**config.mk**
```make
export PLATFORM = sky130hd
export DESIGN_NAME = req_drain_encoder
export DESIGN_NICKNAME = d
export VERILOG_FILES = /design/src/rtl/req_drain_encoder_pkg.sv /design/src/rtl/req_drain_encoder_msb_prio_enc.sv /design/src/rtl/req_drain_encoder.sv
export SDC_FILE = /design/constraint.sdc
export NUM_CORES = 1
export LEC_CHECK = 0
export BUFFER_PORTS_ARGS = -buffer_cell sky130_fd_sc_hd__clkbuf_2
export CORE_MARGIN = 4
export CORE_UTILIZATION = 49
export DETAILED_ROUTE_END_ITERATION = 7
export GPL_ROUTABILITY_DRIVEN = 0
export PLACE_DENSITY_LB_ADDON = 0.05
export SYNTH_ARGS = -nofsm -noshare
export SYNTH_HDL_FRONTEND = slang
export SYNTH_SLANG_ARGS = --single-unit
```
**constraint.sdc**
```tcl
create_clock -name clk -period 2.5 [get_ports clk]
set_input_delay 0.5 -clock clk [delete_from_list [all_inputs] [get_ports clk]]
set_output_delay 0.5 -clock clk [all_outputs]
set_load 0.02 [all_outputs]
```
**src/rtl/req_drain_encoder_pkg.sv**
```systemverilog
// ============================================================================
// Module  : req_enc_pkg
// Brief   : Shared defaults, FSM encoding and width helper for request encoders
// Rev     : 1.0 - initial release
// ============================================================================
`default_nettype none

package req_enc_pkg;

    localparam int unsigned REQ_N_DEFAULT = 8;

    typedef enum logic [0:0] {
        IDLE = 1'b0,
        HOLD = 1'b1
    } state_e;

    // Never returns 0, so a W-bit index port stays legal for tiny N.
    function automatic int unsigned idx_width(input int unsigned n);
        return (n < 2) ? 1 : $clog2(n);
    endfunction

endpackage

`default_nettype wire

```
**src/rtl/req_drain_encoder_msb_prio_enc.sv**
```systemverilog
// ============================================================================
// Module  : msb_prio_enc
// Brief   : Combinational MSB-first priority pick: index, one-hot and any flag
// Rev     : 1.0 - initial release
// ============================================================================
`default_nettype none

module msb_prio_enc
    import req_enc_pkg::*;
#(
    parameter int unsigned N = REQ_N_DEFAULT,
    parameter int unsigned W = idx_width(N)
) (
    input  logic [N-1:0] vec,
    output logic [W-1:0] idx,
    output logic [N-1:0] onehot,
    output logic         any
);

    // Ascending scan: the last set bit seen (highest index) overrides earlier picks.
    always_comb begin
        idx    = '0;
        onehot = '0;
        for (int i = 0; i < N; i++) begin
            if (vec[i]) begin
                idx       = W'(i);
                onehot    = '0;
                onehot[i] = 1'b1;
            end
        end
    end

    assign any = |vec;

endmodule

`default_nettype wire

```
**src/rtl/req_drain_encoder.sv**
```systemverilog
// ============================================================================
// Module  : req_drain_encoder
// Brief   : Latches request pulses and drains them highest-index-first, one
//           binary index per valid/ready handshake
// Rev     : 1.0 - initial release
// ============================================================================
`default_nettype none

module req_drain_encoder
    import req_enc_pkg::*;
#(
    parameter int unsigned N = REQ_N_DEFAULT
) (
    input  logic                    clk,
    input  logic                    rst,
    input  logic [N-1:0]            req_in,
    input  logic                    out_ready,
    output logic                    out_valid,
    output logic [idx_width(N)-1:0] out_idx,
    output logic [N-1:0]            out_onehot,
    output logic [N-1:0]            pending,
    output logic                    overflow
);

    localparam int unsigned W = idx_width(N);

    state_e         r_state;
    logic           r_valid;
    logic [W-1:0]   r_idx;
    logic [N-1:0]   r_onehot;
    logic [N-1:0]   r_pending;
    logic           r_overflow;

    logic [N-1:0]   w_eff;
    logic [W-1:0]   w_idx;
    logic [N-1:0]   w_onehot;
    logic           w_any;
    logic           w_load;

    // Same-cycle requests compete with pending ones, so a fresh pulse can win at once.
    assign w_eff  = r_pending | req_in;
    assign w_load = (r_state == IDLE) || (r_valid && out_ready);

    msb_prio_enc #(
        .N (N),
        .W (W)
    ) u_pick (
        .vec    (w_eff),
        .idx    (w_idx),
        .onehot (w_onehot),
        .any    (w_any)
    );

    always_ff @(posedge clk) begin
        if (rst) begin
            r_state    <= IDLE;
            r_valid    <= 1'b0;
            r_idx      <= '0;
            r_onehot   <= '0;
            r_pending  <= '0;
            r_overflow <= 1'b0;
        end else begin
            r_overflow <= |(req_in & r_pending);
            if (w_load) begin
                if (w_any) begin
                    r_state   <= HOLD;
                    r_valid   <= 1'b1;
                    r_idx     <= w_idx;
                    r_onehot  <= w_onehot;
                    r_pending <= w_eff & ~w_onehot;
                end else begin
                    // out_idx deliberately keeps the last issued value when draining empties.
                    r_state   <= IDLE;
                    r_valid   <= 1'b0;
                    r_onehot  <= '0;
                    r_pending <= '0;
                end
            end else begin
                r_pending <= w_eff;
            end
        end
    end

    assign out_valid  = r_valid;
    assign out_idx    = r_idx;
    assign out_onehot = r_onehot;
    assign pending    = r_pending;
    assign overflow   = r_overflow;

endmodule

`default_nettype wire

```
==> PnR_summary.wiki <==
{| class="wikitable"
! Metric !! Value
|-
| Run status || finished clean
|-
| Number of clock buffers inserted by TritonCTS || 3
|-
| Top-level I/O count || 32
|-
| Number of design-rule violations left by the first detailed-router iteration || 25
|-
| Core area || 1580 µm²
|-
| Slew HR || 0.692
|-
| Buffers added on ports || 31
|-
| Initial core utilization || 0.540
|-
| Worst hold path type || flop to flop
|-
| DIE HEIGHT || 49.7 µm
|-
| TritonCTS Sinks || 21
|-
| Nets in the synthesized netlist || 104
|-
| Number of global-route vias before repair || 791
|-
| Minimum period implied by the final worst setup slack || 1.55 ns
|-
| Drt pass-1 iters || 4
|-
| GRT Total Usage || 0.176
|-
| Part of the cycle the worst path needs || 0.620
|-
| Worst Tran Pin Value || 0.458 ns
|-
| Overflow after GRT || 0
|-
| P_leak || 0.000447 µW
|-
| Initial antenna violation count || 0
|-
| Die X || 49.7 µm
|-
| CTS H-tree lvls || 1
|-
| Clock slew at reported path FFs || 0.11 ns
|-
| Row cnt || 14
|-
| Sequential-to-total area share from yosys stat || 0.493
|-
| Number of endpoints with negative hold slack in the final report || 0
|-
| Leading cell type in the layout, fill and taps excluded || sky130_fd_sc_hd__clkbuf_2
|-
| Post-Syn Area per Cell || 9.16 µm²
|-
| Largest net degree at the start of global routing || 22
|-
| Clock tree root driver cell || sky130_fd_sc_hd__clkbuf_4
|-
| Final Max Slew Viols || 0
|-
| Arrival time reported for the critical path endpoint || 1.80 ns
|-
| Count of inserted antenna diode cells || 0
|-
| Peak Freq || 0.645 GHz
|-
| Routed length per placed instance || 14.2 µm
|-
| Remaining antenna violation count || 0
|-
| Count of distinct cell types in the synthesized netlist || 26
|-
| Required time of the critical path || 2.74 ns
|-
| Max-capacitance violation count || 0
|-
| Number of buffers inserted for hold repair after clock tree synthesis || 0
|-
| Global-route wire length before repair || 3.42 mm
|-
| Syn-to-layout area delta || 23.2%
|-
| Maximum vdd drop || 0.000425 V
|-
| Number of gates resized after cts || 0
|-
| Count of buffers added by post-CTS timing repair for setup || 0
|-
| DPL Wire Length || 1.49 mm
|-
| Worst Setup Start Kind || flop
|-
| Post-synthesis cell area || 852 µm²
|-
| RSZ-0062 raised after global routing || false
|-
| Drc violations || 0
|-
| Cell depth of the worst min-delay path || 2
|-
| Critical path class || flop to flop
|-
| Number of nets in the layout || 138
|-
| Placed Instances || 138
|-
| Biggest fanout along the worst timing path || 6
|-
| Via-to-Cell Ratio || 5.83
|-
| Worst setup EP type || flop
|-
| Floorplan die area || 2470 µm²
|-
| Number of instances in the synthesized netlist || 93
|-
| Post-layout instance count excluding filler cells || 142
|-
| Synthesis-stage register bit count || 21
|-
| CTS tree || yes
|-
| Register-to-Register Path Depth || 4
|-
| Final number of setup-violating endpoints || 0
|-
| Layout cell share with drive strength beyond 1 || 0.317
|-
| Skew-Pair Late Insertion Delay || 0.30 ns
|-
| DR vias || 828
|-
| Final setup skew || 0.00171 ns
|-
| Cell Pwr Density || 616 nW/µm²
|-
| Filler instances || 150
|-
| Commonest cells after routing, fill and taps aside || 31 x sky130_fd_sc_hd__clkbuf_2, 21 x sky130_fd_sc_hd__dfxtp_1, 14 x sky130_fd_sc_hd__nor2_1, 7 x sky130_fd_sc_hd__a21oi_1
|-
| Buffer levels on the longest clock path || 2
|-
| Post-Route Setup TNS || 0 ns
|-
| WL final || 2.01 mm
|-
| Synth Warn # || 0
|}
-- worst max-delay path: stages (launching register included) --
cell and delay (ns):
sky130_fd_sc_hd__dfxtp_1 0.38, sky130_fd_sc_hd__or4_1 0.63, sky130_fd_sc_hd__nor3_4 0.23, sky130_fd_sc_hd__nand3b_2 0.12, sky130_fd_sc_hd__a21oi_2 0.13
-- cells in the mapped netlist (all sizes together) --
cell,count,area [µm²]
and2,1,6.26
a31oi,1,6.26
nor4,5,37.5
nor2b,1,6.26
mux2i,1,10.0
a211oi,6,45.0
a21oi,8,43.8
and4,1,8.76
dfxtp,21,420
o21ai,6,30.0
nor3,7,46.3
nand2b,1,6.26
a41oi,2,17.5
nand2,4,15.0
o31ai,2,15.0
clkbuf,3,11.3
nor2,14,52.6
and3,1,6.26
a22oi,5,37.5
or4,2,18.8
nand3b,1,11.3
-- worst paths after layout --
kind                                    start  slack [ns]            end
worst max-delay path               pending[7]        0.95  out_onehot[2]
worst min-delay path            out_onehot[4]        0.46  out_onehot[4]
worst max register to register     pending[7]        0.95  out_onehot[2]
worst min register to register  out_onehot[4]        0.46  out_onehot[4]
-- flip-flops by register name (all words and copies together) (netlist names) --
register    cells
out_valid       1
out_idx         3
overflow        1
out_onehot      8
pending         8
-- layout make-up --
type / count / area, µm² / area share
well taps: 16 / 20.0 / 0.0191
multi-input cells: 69 / 420 / 0.400
flip-flops and latches: 21 / 420 / 0.400
clock buffers: 4 / 26.3 / 0.0250
repair buffers: 32 / 163 / 0.155
-- cell families (layout without fill, tap and decap cells) --
| kind of cell | count (synthesis) | after routing | synth area share |
|---|---|---|---|
| muxes | 1 | 1 | 0.0117 |
| and+or+nand+nor | 38 | 38 | 0.253 |
| buffers and inverters | 3 | 36 | 0.0132 |
| DFF | 21 | 21 | 0.493 |
| AOI/OAI and AO/OA | 30 | 30 | 0.229 |
-- metrics by stage --
step	power, µW	worst slack, ns	hold WS (ns)	cell area (µm²)	utilization
after floorplan	444	0.932	0.530	852	-
after global placement	488	0.716	0.440	1020	0.649
after detailed placement	489	0.719	0.446	1020	0.649
after CTS	654	0.949	0.463	1050	0.666
after global routing	679	0.833	0.483	1050	0.666
final	646	0.949	0.456	1050	0.666
-- layer usage --
metal | GRT usage | wire length [µm] | vias up
met1 | 0.237 | 979 | 373
met4 | 0.0691 | 31 | 0
met2 | 0.271 | 894 | 25
met5 | 0 | 0 | -
met3 | 0.0392 | 105 | 4
li1 | - | - | 426
-- where the power goes --
group | internal [µW] | switching [µW] | leakage [µW]
clock | 62.3 | 102 | 0.0000150
sequential | 354 | 16.3 | 0.000174
combinational | 39.7 | 72.2 | 0.000258
No activity file was read; power rests on OpenSTA's default activity.
